### config.mk
export PLATFORM = sky130hd
export DESIGN_NAME = button_scan
export DESIGN_NICKNAME = d
export VERILOG_FILES = /design/src/rtl/button_pkg.sv /design/src/rtl/button_debounce.sv /design/src/rtl/button_scan.sv
export SDC_FILE = /design/constraint.sdc
export NUM_CORES = 1
export LEC_CHECK = 0
export BUFFER_PORTS_ARGS = -buffer_cell sky130_fd_sc_hd__buf_4
export CAP_MARGIN = 20
export CORE_MARGIN = 2
export CORE_UTILIZATION = 57
export DETAILED_ROUTE_END_ITERATION = 7
export MAX_ROUTING_LAYER = met4
export PLACE_DENSITY = 0.78
export SYNTH_ARGS = -nofsm -noshare
export SYNTH_HDL_FRONTEND = slang
export SYNTH_HIERARCHICAL = 1
export SYNTH_SLANG_ARGS = --single-unit
export TNS_END_PERCENT = 10
### constraint.sdc
create_clock -name CLK_IN -period 2.2 [get_ports CLK_IN]
set_input_delay 0.33 -clock CLK_IN [delete_from_list [all_inputs] [get_ports CLK_IN]]
set_output_delay 0.33 -clock CLK_IN [all_outputs]
set_load 0.02 [all_outputs]
### src/rtl/button_pkg.sv
// ============================================================================
// Module : button_pkg
// Brief  : Shared per-channel FSM encoding and counter widths for button_scan.
// Rev    : 1.0
// ============================================================================
`default_nettype none

package button_pkg;

    localparam int DB_CNT_W   = 16;
    localparam int HOLD_CNT_W = 24;

    typedef enum logic [1:0] {
        ST_RELEASED     = 2'd0,
        ST_PRESS_WAIT   = 2'd1,
        ST_PRESSED      = 2'd2,
        ST_RELEASE_WAIT = 2'd3
    } btn_state_e;

    function automatic logic state_is_pressed(input btn_state_e st);
        return (st == ST_PRESSED) || (st == ST_RELEASE_WAIT);
    endfunction

endpackage

`default_nettype wire

### src/rtl/button_debounce.sv
// ============================================================================
// Module : button_debounce
// Brief  : One button channel: synchronizer, debounce FSM, long-press timer.
// Rev    : 1.0
// ============================================================================
`default_nettype none

module button_debounce
    import button_pkg::*;
#(
    parameter int DEBOUNCE_CYCLES = 12000,
    parameter int LONG_CYCLES     = 12000000
) (
    input  logic clk,
    input  logic rst,
    input  logic btn_n,
    output logic level,
    output logic press,
    output logic rel,
    output logic long_press
);

    localparam logic [DB_CNT_W-1:0]   DB_LAST   = DB_CNT_W'(DEBOUNCE_CYCLES - 1);
    localparam logic [DB_CNT_W-1:0]   DB_ONE    = DB_CNT_W'(1);
    localparam logic [HOLD_CNT_W-1:0] HOLD_LAST = HOLD_CNT_W'(LONG_CYCLES - 1);
    localparam logic [HOLD_CNT_W-1:0] HOLD_ONE  = HOLD_CNT_W'(1);

    // Synchronizer stores the inverted pin so its reset value means "released".
    logic sync_meta;
    logic sync_pressed;

    always_ff @(posedge clk or posedge rst) begin
        if (rst) begin
            sync_meta    <= 1'b0;
            sync_pressed <= 1'b0;
        end else begin
            sync_meta    <= ~btn_n;
            sync_pressed <= sync_meta;
        end
    end

    btn_state_e              state;
    btn_state_e              state_next;
    logic [DB_CNT_W-1:0]     db_cnt;
    logic [DB_CNT_W-1:0]     db_cnt_next;
    logic [HOLD_CNT_W-1:0]   hold_cnt;
    logic [HOLD_CNT_W-1:0]   hold_cnt_next;
    logic                    long_done;
    logic                    long_done_next;
    logic                    level_now;
    logic                    differ;
    logic                    accept;
    logic                    fire_long;

    always_comb begin
        state_next     = state;
        db_cnt_next    = '0;
        hold_cnt_next  = '0;
        long_done_next = 1'b0;
        fire_long      = 1'b0;

        level_now = state_is_pressed(state);
        differ    = (sync_pressed != level_now);
        accept    = differ && (db_cnt == DB_LAST);

        if (differ && !accept) begin
            db_cnt_next = db_cnt + DB_ONE;
        end

        unique case (state)
            ST_RELEASED: begin
                if (sync_pressed) state_next = ST_PRESS_WAIT;
            end
            ST_PRESS_WAIT: begin
                if (accept)             state_next = ST_PRESSED;
                else if (!sync_pressed) state_next = ST_RELEASED;
            end
            ST_PRESSED: begin
                if (!sync_pressed) state_next = ST_RELEASE_WAIT;
            end
            ST_RELEASE_WAIT: begin
                if (accept)            state_next = ST_RELEASED;
                else if (sync_pressed) state_next = ST_PRESSED;
            end
            default: state_next = ST_RELEASED;
        endcase

        // While pressed, accept can only mean a release, which suppresses long.
        if (level_now) begin
            hold_cnt_next  = (hold_cnt == HOLD_LAST) ? hold_cnt : hold_cnt + HOLD_ONE;
            fire_long      = (hold_cnt == HOLD_LAST) && !long_done && !accept;
            long_done_next = long_done || fire_long;
        end
    end

    always_ff @(posedge clk or posedge rst) begin
        if (rst) begin
            state      <= ST_RELEASED;
            db_cnt     <= '0;
            hold_cnt   <= '0;
            long_done  <= 1'b0;
            level      <= 1'b0;
            press      <= 1'b0;
            rel        <= 1'b0;
            long_press <= 1'b0;
        end else begin
            state      <= state_next;
            db_cnt     <= db_cnt_next;
            hold_cnt   <= hold_cnt_next;
            long_done  <= long_done_next;
            level      <= state_is_pressed(state_next);
            press      <= accept && sync_pressed;
            rel        <= accept && !sync_pressed;
            long_press <= fire_long;
        end
    end

endmodule

`default_nettype wire

### src/rtl/button_scan.sv
// ============================================================================
// Module : button_scan
// Brief  : N_BTN independent debounced push-button channels with events.
// Rev    : 1.0
// ============================================================================
`default_nettype none

module button_scan
    import button_pkg::*;
#(
    parameter int N_BTN           = 4,
    parameter int DEBOUNCE_CYCLES = 12000,
    parameter int LONG_CYCLES     = 12000000
) (
    input  logic             CLK_IN,
    input  logic             RST_IN,
    input  logic [N_BTN-1:0] BTN_IN,
    output logic [N_BTN-1:0] BTN_STATE,
    output logic [N_BTN-1:0] BTN_PRESS,
    output logic [N_BTN-1:0] BTN_RELEASE,
    output logic [N_BTN-1:0] BTN_LONG
);

    for (genvar i = 0; i < N_BTN; i++) begin : g_chan
        button_debounce #(
            .DEBOUNCE_CYCLES (DEBOUNCE_CYCLES),
            .LONG_CYCLES     (LONG_CYCLES)
        ) u_chan (
            .clk        (CLK_IN),
            .rst        (RST_IN),
            .btn_n      (BTN_IN[i]),
            .level      (BTN_STATE[i]),
            .press      (BTN_PRESS[i]),
            .rel        (BTN_RELEASE[i]),
            .long_press (BTN_LONG[i])
        );
    end

endmodule

`default_nettype wire
==> results.md <==
* Tcrit/Tclk final at 93.3%
* Final net count at 1051
* Syn Inst Count at 1011
* Post-route DRC at 0
* Hold Crit Class: in -> reg
* WS Path Type: reg -> reg
* Fmax at 487 MHz
* Syn avg cell area at 9.69 sq um
* Vias/cell at 6.14
* Placed cell count at 1237
* Antenna cells at 0
* Total CTS buffers at 17
* Worst EP required at 2.56 ns
* Combinational share of power at 2.2%
* Final hold vios at 0
* Crit. End Element: flop
* Worst Path Max Fanout at 5
* Total power at 6.89 mW
* First-pass GRT wire length at 34600 um
* Psw at 1.66 mW
* Run status: finished, final reports clean
* PD cells at 631 nW/um^2
* Pleak at 4.38 nW
* Max cap viols at 0
* Largest net degree at the start of global routing at 50
* Relative slew slack at 59.2%
* Post-synth EDFFs at 0
* CP max stage delay at 0.54 ns
* Critical path's top delay family: simple AND/OR/NAND/NOR gates
* Via Count at 7803
* Routed wire per std cell at 15.5 um
* Vias in the first global route at 7471
* Clk_skew at 0.0126 ns
* Final HPWL DP at 13400 um
* HP Start: BTN_IN[2]
* Startpoint Class: flop
* Post-synth top flop: dfrtp_1
* Root Buffer: clkbuf_16
* Initial antenna violation count at 0
* Routability congestion estimate from global placement at 0.876
* Final worst setup slack at 0.148 ns
* Synth Warn # at 6
* Area grow syn2layout at 11.5%
* Worst Path Buf+Inv at 0
* CTS sink cnt at 196
* First-pass DRT Iterations at 5
* I/O Pins at 22
* Clock group share of total power at 44.7%
* Ys async rst share at 100%
* Core area at 16700 sq um
* Seq cells post-synth at 196
* Port Buffers at 21
* Synthesized net count at 1025
* Fill cells at 1347
* Post-layout minimum cycle time at 2.05 ns
* CP dominant cell by count: or4_1
* Fin. max-slew vios at 0
* Fin Setup TNS at 0 ns
* Post-CTS Setup Repair Bufs at 0
* Gr usage total at 23.8%
* Critical Path AT at 2.41 ns
* CTS tree: yes
* Seq pwr share at 53.1%
* Total gr overflow at 0
* Clk pin slew, worst setup/hold paths at 0.08 ns
* DIE AREA at 18200 sq um
* Critical-path top delay cell: or4_1
* Finished Layout Cells at 1270
* Worst r2r src: g_chan[1].u_chan/hold_cnt[0]
* CP cell instances: ha_1 > nand4_1 > or4_1 > or4_1 > a21oi_1
* Die W at 135 um
* Cell variety after synth at 44
* Initial drt markers at 551
* Slew @ Worst Pin at 0.612 ns
* Maximum VDD drop at 559 uV
* Die H at 135 um
* Routed Antenna Nets at 0
* Mapped cell area at 9790 sq um
* Fraction of layout cells with a size suffix above 1 at 11.0%
* Final Util at 65.4%
* Sequential share of the synthesized area at 50.1%
* Setup crit start: g_chan[1].u_chan/hold_cnt[0]
* H-tree lvl count at 4
* Sw Ratio at 24.1%
* Row cnt at 47
* Final WL at 19600 um
* Clock latency on the worst-skew pair at 0.44 ns
* RSZ-0062 raised after global routing: no
* Final setup viols at 0
* CTS max path bufs at 2
* Pint at 5.23 mW
* Post-Place Setup Slack at 0.129 ns
* Initial Utilization at 58.6%
metrics by stage:
step / hold WS, ns / area (sq um)
finish: 0.0249 / 10900
global route: 0.00598 / 10900
CTS: 0.00459 / 10900
detailed placement: 0.329 / 10300
global placement: 0.328 / 10300
floorplan: 0.331 / 9790
registers in the layout, summed over array words and instances (netlist names):
name,cells
g_chan.u_chan/hold_cnt,96
g_chan.u_chan/db_cnt,64
g_chan.u_chan/state,8
g_chan.u_chan/level,4
g_chan.u_chan/long_done,4
g_chan.u_chan/long_press,4
g_chan.u_chan/press,4
g_chan.u_chan/rel,4
g_chan.u_chan/sync_meta,4
g_chan.u_chan/sync_pressed,4
synthesized netlist by cell type, types with 4 or more instances:
cell,number,area [sq um]
a21boi_0,4,30.0
or3_1,30,188
or4_1,34,255
xor2_1,25,219
nor4bb_1,9,90.1
nor4_1,27,169
ha_1,8,100
o21a_1,4,30.0
mux2_2,6,67.6
dfrtp_1,196,4900
nor3b_1,7,52.6
nor2_1,95,357
nand4_2,4,50.1
buf_2,4,20.0
xnor2_1,56,490
nor3_1,31,155
a211oi_1,4,30.0
or2_2,7,43.8
o31ai_1,20,150
and4_1,18,158
o211ai_1,6,45.0
clkbuf_1,38,143
mux2i_1,10,100
nand4_1,53,332
nand2b_1,8,50.1
a21oi_1,54,270
nand2_1,68,255
and3_1,22,138
nor4b_1,8,70.1
o21ai_0,23,115
inv_1,28,105
nand3_1,76,380
metal layers:
| layer | track usage [%] | share of wire [%] | vias to the layer above |
|---|---|---|---|
| li1 | - | - | 3780 |
| met1 | 32.1 | 47 | 3831 |
| met2 | 37.0 | 47 | 167 |
| met3 | 4.13 | 4.2 | 25 |
| met4 | 7.99 | 1.5 | 0 |
| met5 | - | 0 | - |
power groups by stage:
| stage | sequential (mW) | combinational [mW] | clock [mW] |
|---|---|---|---|
| after floorplan | 3.72 | 0.109 | 0 |
| after global placement | 3.73 | 0.158 | 0 |
| after detailed placement | 3.73 | 0.160 | 0 |
| after CTS | 3.66 | 0.162 | 3.16 |
| after global routing | 3.66 | 0.183 | 3.29 |
| final | 3.66 | 0.155 | 3.08 |
layout by cell type, fill, tap and decap left out, types with 6 or more instances in the layout:
| cell type | Yosys | routed |
|---|---|---|
| dfrtp_1 | 196 | 196 |
| nor2_1 | 95 | 95 |
| nand3_1 | 76 | 76 |
| nand2_1 | 68 | 68 |
| xnor2_1 | 56 | 56 |
| a21oi_1 | 54 | 54 |
| nand4_1 | 53 | 53 |
| buf_4 | 1 | 46 |
| nor3_1 | 31 | 31 |
| or4_1 | 34 | 31 |
| or3_1 | 30 | 30 |
| nor4_1 | 27 | 27 |
| xor2_1 | 25 | 25 |
| inv_1 | 28 | 24 |
| o21ai_0 | 23 | 23 |
| and3_1 | 22 | 22 |
| o31ai_1 | 20 | 20 |
| and4_1 | 18 | 18 |
| clkbuf_16 | 0 | 17 |
| mux2i_1 | 10 | 10 |
| nor4bb_1 | 9 | 9 |
| nand2b_1 | 8 | 8 |
| nor4b_1 | 8 | 8 |
| ha_1 | 8 | 8 |
| or2_2 | 7 | 7 |
| nor3b_1 | 7 | 7 |
| o211ai_1 | 6 | 6 |
| mux2_2 | 6 | 6 |
worst paths after layout:
check / end / slack (ns) / cells after the start
min in group asynchronous: g_chan[0].u_chan/db_cnt[9] / 0.43 / 3
setup / recovery: g_chan[1].u_chan/hold_cnt[22] / 0.15 / 5
hold / removal: g_chan[2].u_chan/sync_meta / 0.02 / 2
hold reg to reg: g_chan[1].u_chan/sync_pressed / 0.36 / 0
max in group asynchronous: g_chan[3].u_chan/sync_pressed / 1.11 / 4
setup reg to reg: g_chan[1].u_chan/hold_cnt[22] / 0.15 / 5
cells by family after synthesis:
| group | share of synthesized area (%) |
|---|---|
| xor gates and xnor gates | 7.24 |
| buffers and inverters | 2.81 |
| and+or+nand+nor | 29.2 |
| muxes | 1.71 |
| adders and majority gates | 1.02 |
| AOI/OAI and AO/OA | 7.93 |
| DFF | 50.1 |
timing repair:
item,4_1_cts,5_1_grt
gates resized for setup,0,3
endpoints found under the setup margin,0,3
hold buffers,1,0
hold endpoints to repair,39,0
final cells by class:
cell class	count	area (sq um)	share of cell area [%]
multi-input combinational	744	4630	42.3
timing repair buffer	50	415	3.80
inverter	28	105	0.962
clock buffer	18	439	4.02
tap	220	275	2.52
sequential	196	4900	44.9
clock inverter	14	160	1.47
Power figures use the tool's default switching activity.
